**config.mk**
```make
export PLATFORM = sky130hd
export DESIGN_NAME = histogram_sequencer
export DESIGN_NICKNAME = d
export VERILOG_FILES = /design/src/rtl/hist_pkg.sv /design/src/rtl/hist_rmw_stage.sv /design/src/rtl/histogram_sequencer.sv
export SDC_FILE = /design/constraint.sdc
export NUM_CORES = 1
export LEC_CHECK = 0
export CORE_MARGIN = 5
export CORE_UTILIZATION = 50
export DETAILED_ROUTE_END_ITERATION = 10
export GPL_ROUTABILITY_DRIVEN = 0
export PLACE_DENSITY = 0.78
export SLEW_MARGIN = 10
export SYNTH_ARGS = -nofsm -noshare
export SYNTH_HDL_FRONTEND = slang
export SYNTH_SLANG_ARGS = --single-unit
```
**constraint.sdc**
```tcl
create_clock -name CLK -period 2.77 [get_ports CLK]
set_clock_uncertainty 0.05 [all_clocks]
set_input_delay 0.277 -clock CLK [delete_from_list [all_inputs] [get_ports CLK]]
set_output_delay 0.277 -clock CLK [all_outputs]
set_load 0.005 [all_outputs]
```
**src/rtl/hist_pkg.sv**
```systemverilog
// Shared types and helpers for the histogram sequencer.
// Optional build macro HIST_SAT_EN selects saturating bin counts (see hist_rmw_stage).
package hist_pkg;

    // Default configuration values used as module parameter defaults.
    localparam int DEF_SIZE        = 7;
    localparam int DEF_MAX_NUMBER  = 127;
    localparam int DEF_NUM_SAMPLES = 1024;

    // Sequencer states; exported on the debug port of the top.
    typedef enum logic [2:0] {
        IDLE  = 3'd0,
        CLEAR = 3'd1,
        ACCUM = 3'd2,
        DUMP  = 3'd3,
        DONE  = 3'd4
    } state_e;

    // Bin count at the default counter width.
    typedef logic [DEF_SIZE-1:0] count_t;

    // Address width needed to reach bins 0..max_number.
    function automatic int addr_w(input int max_number);
        if (max_number < 1) return 1;
        return $clog2(max_number + 1);
    endfunction

endpackage

```
**src/rtl/hist_rmw_stage.sv**
```systemverilog
// Read-modify-write pipeline for bin accumulation.
// Stage 1 is the accept cycle (the read address is driven by the top); stage 2
// writes count+1 back. Because the RAM is read-first, a sample whose read
// overlapped the previous cycle's write to the same bin sees stale data, so the
// last written value is forwarded instead.
// HIST_SAT_EN defined: counts hold at all-ones and ovf_o pulses; otherwise counts wrap.
module hist_rmw_stage
    import hist_pkg::*;
#(
    parameter int SIZE   = DEF_SIZE,
    parameter int ADDR_W = 7
) (
    input  logic              clk_i,
    input  logic              rst_i,
    input  logic              acc_i,
    input  logic [ADDR_W-1:0] bin_i,
    input  logic [SIZE-1:0]   rdata_i,
    output logic              we_o,
    output logic [ADDR_W-1:0] waddr_o,
    output logic [SIZE-1:0]   wdata_o,
    output logic              ovf_o
);

    logic              s2_valid_q;
    logic [ADDR_W-1:0] s2_bin_q;
    logic              w_valid_q;
    logic [ADDR_W-1:0] w_bin_q;
    logic [SIZE-1:0]   w_data_q;
    logic [SIZE-1:0]   cnt;
    logic [SIZE-1:0]   wdata_d;
    logic              ovf_d;

    // Pipeline registers: stage 2 request and a copy of the last committed write.
    always_ff @(posedge clk_i or posedge rst_i) begin
        if (rst_i) begin
            s2_valid_q <= 1'b0;
            s2_bin_q   <= '0;
            w_valid_q  <= 1'b0;
            w_bin_q    <= '0;
            w_data_q   <= '0;
        end else begin
            s2_valid_q <= acc_i;
            s2_bin_q   <= bin_i;
            w_valid_q  <= s2_valid_q;
            w_bin_q    <= s2_bin_q;
            w_data_q   <= wdata_d;
        end
    end

    // Select forwarded or RAM count, then increment (wrap or saturate).
    always_comb begin
        cnt     = (w_valid_q && (w_bin_q == s2_bin_q)) ? w_data_q : rdata_i;
        wdata_d = cnt + 1'b1;
        ovf_d   = 1'b0;
`ifdef HIST_SAT_EN
        if (cnt == {SIZE{1'b1}}) begin
            wdata_d = cnt;
            ovf_d   = s2_valid_q;
        end
`endif
    end

    assign we_o    = s2_valid_q;
    assign waddr_o = s2_bin_q;
    assign wdata_o = wdata_d;
    assign ovf_o   = ovf_d;

endmodule

```
**src/rtl/histogram_sequencer.sv**
```systemverilog
// Histogram engine controller: clears every bin, accumulates NUM_SAMPLES samples
// by read-modify-write into an external simple-dual-port RAM, then streams all
// bin counts out. Build macro HIST_SAT_EN enables saturating counts and ovf.
// Handshake: a sample transfers on a rising clock edge where s_valid && s_ready;
// s_ready does not depend on s_valid, and s_data must be stable while s_valid is high.
module histogram_sequencer
    import hist_pkg::*;
#(
    parameter int  SIZE        = DEF_SIZE,
    parameter int  MAX_NUMBER  = DEF_MAX_NUMBER,
    parameter int  NUM_SAMPLES = DEF_NUM_SAMPLES,
    localparam int ADDR_W      = addr_w(MAX_NUMBER)
) (
    input  logic              CLK,
    input  logic              RST,
    input  logic              start,
    input  logic              s_valid,
    input  logic [ADDR_W-1:0] s_data,
    output logic              s_ready,
    output logic [ADDR_W-1:0] mem_raddr,
    input  logic [SIZE-1:0]   mem_rdata,
    output logic              mem_we,
    output logic [ADDR_W-1:0] mem_waddr,
    output logic [SIZE-1:0]   mem_wdata,
    output logic              rd_valid,
    output logic [ADDR_W-1:0] rd_bin,
    output logic [SIZE-1:0]   rd_count,
    output logic              busy,
    output logic              done,
    output logic              ovf,
    output state_e            dbg_state_o
);

    localparam int                SCNT_W      = $clog2(NUM_SAMPLES + 1);
    localparam logic [ADDR_W-1:0] LAST_BIN    = ADDR_W'(MAX_NUMBER);
    localparam logic [SCNT_W-1:0] LAST_SAMPLE = SCNT_W'(NUM_SAMPLES);

    state_e            state_q, state_d;
    logic [ADDR_W-1:0] bin_q, bin_d;
    logic [SCNT_W-1:0] accepted_q, accepted_d;
    logic              dump_last_q, dump_last_d;
    logic              rd_valid_q, rd_valid_d;
    logic [ADDR_W-1:0] rd_bin_q;
    logic              ovf_q, ovf_d;
    logic              accept;
    logic              in_range;
    logic              rmw_we;
    logic [ADDR_W-1:0] rmw_waddr;
    logic [SIZE-1:0]   rmw_wdata;
    logic              rmw_ovf;

    assign s_ready = (state_q == ACCUM) && (accepted_q != LAST_SAMPLE);
    assign accept  = s_valid && s_ready;

    // Out-of-range samples still count toward NUM_SAMPLES but never touch the RAM.
    generate
        if (MAX_NUMBER >= (1 << ADDR_W) - 1) begin : g_full_range
            assign in_range = 1'b1;
        end else begin : g_part_range
            assign in_range = (s_data <= LAST_BIN);
        end
    endgenerate

    hist_rmw_stage #(
        .SIZE   (SIZE),
        .ADDR_W (ADDR_W)
    ) u_rmw (
        .clk_i   (CLK),
        .rst_i   (RST),
        .acc_i   (accept && in_range),
        .bin_i   (s_data),
        .rdata_i (mem_rdata),
        .we_o    (rmw_we),
        .waddr_o (rmw_waddr),
        .wdata_o (rmw_wdata),
        .ovf_o   (rmw_ovf)
    );

    // Next-state logic: sequencing, bin walk, sample count, sticky overflow.
    always_comb begin
        state_d     = state_q;
        bin_d       = bin_q;
        accepted_d  = accepted_q;
        dump_last_d = 1'b0;
        rd_valid_d  = 1'b0;
        ovf_d       = ovf_q;
        unique case (state_q)
            IDLE: begin
                bin_d      = '0;
                accepted_d = '0;
                if (start) begin
                    state_d = CLEAR;
                    ovf_d   = 1'b0;
                end
            end
            CLEAR: begin
                if (bin_q == LAST_BIN) begin
                    bin_d   = '0;
                    state_d = ACCUM;
                end else begin
                    bin_d = bin_q + 1'b1;
                end
            end
            ACCUM: begin
                if (accept) accepted_d = accepted_q + 1'b1;
                // Count full means this is the drain cycle: last write commits now.
                if (accepted_q == LAST_SAMPLE) state_d = DUMP;
            end
            DUMP: begin
                // One extra cycle after the last read lets its data reach rd_count.
                rd_valid_d  = !dump_last_q;
                dump_last_d = (bin_q == LAST_BIN);
                if (bin_q != LAST_BIN) bin_d = bin_q + 1'b1;
                if (dump_last_q) state_d = DONE;
            end
            DONE: begin
                bin_d   = '0;
                state_d = IDLE;
            end
            default: state_d = IDLE;
        endcase
        // In the wrapping build rmw_ovf is constant 0, so ovf never sets.
        if (rmw_ovf) ovf_d = 1'b1;
    end

    // State and datapath registers.
    always_ff @(posedge CLK or posedge RST) begin
        if (RST) begin
            state_q     <= IDLE;
            bin_q       <= '0;
            accepted_q  <= '0;
            dump_last_q <= 1'b0;
            rd_valid_q  <= 1'b0;
            rd_bin_q    <= '0;
            ovf_q       <= 1'b0;
        end else begin
            state_q     <= state_d;
            bin_q       <= bin_d;
            accepted_q  <= accepted_d;
            dump_last_q <= dump_last_d;
            rd_valid_q  <= rd_valid_d;
            if (rd_valid_d) rd_bin_q <= bin_q;
            ovf_q       <= ovf_d;
        end
    end

    assign mem_raddr   = (state_q == ACCUM) ? s_data : bin_q;
    assign mem_we      = (state_q == CLEAR) || rmw_we;
    assign mem_waddr   = rmw_we ? rmw_waddr : bin_q;
    assign mem_wdata   = rmw_we ? rmw_wdata : '0;
    assign rd_valid    = rd_valid_q;
    assign rd_bin      = rd_bin_q;
    assign rd_count    = rd_valid_q ? mem_rdata : '0;
    assign busy        = (state_q != IDLE);
    assign done        = (state_q == DONE);
    assign ovf         = ovf_q;
    assign dbg_state_o = state_q;

endmodule

```
# After elaboration in Yosys (flattened, before gate mapping)
# Cells that the tools add are included.
[op_classes] addsub=3 eq_ne=15 n_mux=17 n_reduce_logical=13
[op_table] operator="$mux 7" n=7
[op_table] operator="$pmux 11 s2" n=1
[op_table] operator="$pmux 7 s3" n=1
[op_table] operator="$add 7x1->7 const B" n=2
[op_table] operator="$mux 3" n=4
[op_table] operator="$pmux 3 s4" n=1
[op_table] operator="$add 11x1->11 const B" n=1
[op_table] operator="$eq 11x11->1 const B" n=1
[op_table] operator="$mux 11" n=1
[op_table] operator="$ne 11x11->1 const B" n=1
[op_table] operator="$ne 2x2->1 const B" n=4
[op_table] operator="$eq 7x7->1" n=1
[op_table] operator="$eq 7x7->1 const B" n=1
[op_table] operator="$ne 7x7->1 const B" n=1
[op_table] operator="$eq 3x2->1 const B" n=2
[op_table] operator="$reduce_bool 3->1" n=2
[op_table] operator="$ne 2x1->1 const B" n=2
[op_table] operator="$reduce_and 2->1" n=2
[op_table] operator="$reduce_and 4->1" n=1
[op_table] operator="$eq 3x1->1 const B" n=1
[op_table] operator="$eq 3x3->1 const B" n=1
[op_table] operator="$logic_and 1x1->1" n=3
[op_table] operator="$logic_not 3->1" n=1
[op_table] operator="$mux 1" n=2
[op_table] operator="other kinds (4)" n=4
[word_totals] register_bits=53

# Logic depth before layout (Yosys ltp)
[depth] depth_word=5 depth_mapped=9 ltp_nobuf=9

# Hierarchy
# A second synthesis with hierarchy kept.
[unflattened] cells_unflattened=268 hier_area_um2=2792.7
[by_module_without_submodules] mod="histogram_sequencer" n_inst=1 cells_each=199 area_per_inst_um2=1853.0
[by_module_without_submodules] mod="hist_rmw_stage" n_inst=1 cells_each=69 area_per_inst_um2=939.7

# Worst setup path before layout
# No wires, ideal clock.
[synth_path] path_type="register to output" from="reg u_rmw.s2_bin_q[1] (netlist: u_rmw.waddr_o[1])" to="out mem_wdata[4]" arrival_ns=2.145 setup_slack_ns=0.298 stages_incl_launch_ff=10 n_path_buf=0 path_cell_list="dfrtp_1 > xnor2_1 > and4_1 > nand2_1 > mux2_2 > ha_1 > nand3_1 > xnor2_1 > or3_1 > and3_1"
[synth_via] elab_chain_len=5
[synth_rtl] element="start, declared" line_no="hist_rmw_stage.sv:25" source="logic [ADDR_W-1:0] s2_bin_q;"
[synth_rtl] element="start signal, assigned" line_no="hist_rmw_stage.sv:43" source="s2_bin_q <= bin_i;"
[synth_rtl] element="$eq 7x7->1" line_no="hist_rmw_stage.sv:52" source="cnt = (w_valid_q && (w_bin_q == s2_bin_q)) ? w_data_q : rdata_i;"
[synth_rtl] element="$logic_and 1x1->1" line_no="hist_rmw_stage.sv:52"
[synth_rtl] element="$mux 7" line_no="hist_rmw_stage.sv:52"
[synth_rtl] element="$add 7x1->7" line_no="hist_rmw_stage.sv:53" source="wdata_d = cnt + 1'b1;"
[synth_rtl] element="$mux 7" line_no="histogram_sequencer.sv:150" source="assign mem_wdata = rmw_we ? rmw_wdata : '0;"
[synth_rtl] element="end, declared" line_no="histogram_sequencer.sv:24" source="output logic [SIZE-1:0] mem_wdata,"
# No other way between the ends.

# Worst setup path in the final report
[layout_path] from="reg u_rmw.s2_bin_q[2] (netlist: u_rmw.waddr_o[2])" to="out mem_wdata[4]"
# Same word-level chain as after synthesis.

==> metrics.yaml <==
yosysTopAreaCellShare_pct: 48.20
netlist_instances: 258
synth_edf_count: 0
fill_cells: 381
gr-total-overflow: 0
synth_area_leader_cell: "dfrtp_1"
ant_nets: 0
tightestPinTransition_ns: 0.6650
grt_pass1_vias: 2286
drt_iter0_drc: 192
powerDensity_nw_per_um2: 364.2
internal_power_uw: 1059
antenna_found_initial: 0
fin_cells: 426
p_comb_share_pct: 9.8
finalSetupViolCount: 3
drc: 0
crit_required_ns: 2.44
grt_usage_pct: 19.40
peakVddDrop_mv: 0.2103
synth_cell_types: 46
avgRoutedWirePerCell_um: 15.90
max_freq_ghz: 0.3508
yosysWarnings: 0
die_area_um2: 7086
p_sw_share_pct: 25.31
max-clock-path-buffers: 2
relSlewSlack_pct: 55.43
viasPerCell: 5.505
die_h_um: 84.18
status: "complete, but fails checks"
ys_seq_elements: 53
cts.sinks: 53
synth.cell_area_um2: 2751
clockPowerShare_pct: 33.0
violations: "negative setup slack"
die_width_um: 84.18
path_class: "register to output port"
end_kind: "output port"
h-tree-depth: 2
p_leak_uw: 0.001707
syn_avg_cell_area_um2: 10.66
post-place-ws_ns: -0.1799
finalInstanceArea_um2: 3891
maxSlewViolCount: 0
arrival_ns: 2.52
seq_power_share_pct: 57.2
synth.area.top_cells: "dfrtp_1 48%, mux2_2 9.8%, and2_1 3.4%, xnor2_1 3.2%, nand2_1 2.6%"
diodes: 0
row_count: 27
start_util_pct: 50.59
drtPass1Iterations: 4
fin_nets: 375
synthArstFlopShare_pct: 100.0
core-area_um2: 5439
fin_crit_sh_pct: 102.9
fin_crit_ns: 2.851
ys_seq_area_share_pct: 48.20
grt_pass1_wl_mm: 11.23
hpwl_mm: 4.595
critPathLaunchType: "register"
rsz0062_at_grt: "yes"
hold_slack_ns: 0.3876
grt_max_degree: 54
setup_slack_ns: -0.08076
synth_nets: 280
switchingPower_uw: 358.7
drive_above_1_share_pct: 27.97
cts_hold_buf: 0
setup-tns-final_ns: -0.1247
synthToLayoutAreaGrowth_pct: 41.43
ioPinCount: 62
hold_path_class: "input pin to register"
insertion_delay_ns: 0.31
cts-root-buf: "clkbuf_8"
clkTransAtPathRegs_ns: 0.11
place_area_um2: 3572
io_buffers: 60
cts_tree: "built"
ys.flop_type: "dfrtp_1"
placedCellCount: 406
hold_viol_final: 0
vias: 2345
cts_buffers: 5
wirelength_mm: 6.774
cap_violations: 0
crit_fanout: 3
[cell usage after synthesis, types with 2 or more instances]
cell / number
a211oi_1: 3
a21oi_1: 10
a41oi_1: 2
and2_1: 15
and3_1: 3
and4_1: 3
buf_2: 4
dfrtp_1: 53
ha_1: 4
inv_1: 8
mux2_2: 24
mux2i_1: 2
nand2_1: 19
nand3_1: 10
nand3b_1: 2
nand4_1: 10
nor2_1: 16
nor2b_1: 5
nor3_1: 2
nor4b_1: 3
o211ai_1: 3
o21ai_0: 11
or3_1: 6
or4_1: 2
xnor2_1: 10
xor2_1: 8
[final timing paths]
check	from	to	slack [ns]	cells past startpoint
worst min-delay path	s_data[4]	u_rmw.waddr_o[4]	0.39	1
worst max register to register	u_rmw.waddr_o[2]	u_rmw.w_data_q[2]	0.48	10
worst min register to register	rd_bin[4]	rd_bin[4]	0.46	1
max in group asynchronous	RST	u_rmw.w_bin_q[6]	1.83	3
worst max-delay path	u_rmw.waddr_o[2]	mem_wdata[4]	-0.08	10
min in group asynchronous	RST	u_rmw.w_data_q[3]	0.41	3
[flip-flops by register name (all words and copies together), names as in the netlist]
signal           count
u_rmw.w_bin_q        7
u_rmw.waddr_o        7
rd_valid             1
accepted_q          11
dbg_state_o          3
u_rmw.we_o           1
u_rmw.w_valid_q      1
dump_last_q          1
rd_bin               7
bin_q                7
u_rmw.w_data_q       7
[through the flow]
stage / power, uW / utilization, %
floorplan: 865.7 / -
global placement: 927.7 / 65.68
detailed placement: 929.9 / 65.68
CTS: 1415 / 69.98
global route: 1479 / 71.54
finish: 1417 / 71.54
[final cells by class]
cell class	instances	area, um2	share of cell area, %
multi-input cells	190	1498	38.49
flip-flops and latches	53	1326	34.08
repair buffers	95	849.6	21.83
well taps	72	90.09	2.315
clock buffers	5	68.82	1.768
inverters	8	30.03	0.7717
clock inverters	3	28.78	0.7396
[power by group through the flow]
stage	clock, uW	combinational, uW	sequential, uW
floorplan	0	49.5	816
global placement	0	109	819
detailed placement	0	111	819
CTS	476	130	809
global route	514	153	812
finish	468	140	810
[critical path: stages, from the launching register on]
cell and delay [ns]:
dfrtp_1 0.43, xnor2_2 0.22, and4_4 0.27, nand2_4 0.06, mux2_4 0.31, ha_4 0.18
nand3_4 0.10, xnor2_2 0.06, or3_1 0.31, and3_1 0.17, buf_2 0.12
[metal layers]
| layer | global-route usage, % | vias to the layer above | wire, um |
|---|---|---|---|
| met5 | 0 | - | 0 |
| met4 | 4.678 | 0 | 51 |
| met3 | 5.103 | 8 | 356 |
| met2 | 31.85 | 89 | 3501 |
| met1 | 25.78 | 1132 | 2864 |
| li1 | - | 1116 | - |
[cells in the final DEF (no fill, tap or decap), types with 2 or more instances in the layout]
cell type and instances:
nor2_1 16, xnor2_1 2, nand4_1 10, nand2_1 17
buf_4 34, or4_1 2, and4_4 2, nand3_4 3
and2_1 15, o211ai_1 3, buf_2 3, o21ai_2 2
clkdlybuf4s50_1 55, xnor2_2 8, nor3_2 2, clkbuf_8 5
nor4b_1 2, and3_1 3, a41oi_1 2, ha_1 3
a211oi_1 2, xor2_1 8, nand3_1 8, inv_1 7
dfrtp_1 53, a21oi_1 10, nor2b_1 5, or3_1 6
mux2_2 23, o21ai_0 9, nand3b_1 2, mux2i_1 2
[kinds of logic (layout without fill, tap and decap cells)]
logic type      count (synthesis)  after routing  share of synthesized area, %
compound gates                 35             35                         7.868
xor+xnor                       18             18                         5.730
fa+ha+maj                       4              4                         1.819
buf+inv                        15            111                         2.638
flops                          53             53                         48.20
mux                            27             27                         11.05
other cells                     1              1                        0.1363
simple gates                  105            105                         22.56
[repair_timing]
action,in CTS,in global routing
buffers inserted,8,4
setup endpoints to repair,4,5
pin swaps,15,10
gates resized for setup,29,15
Note: power is estimated with default switching activity, not from simulation.
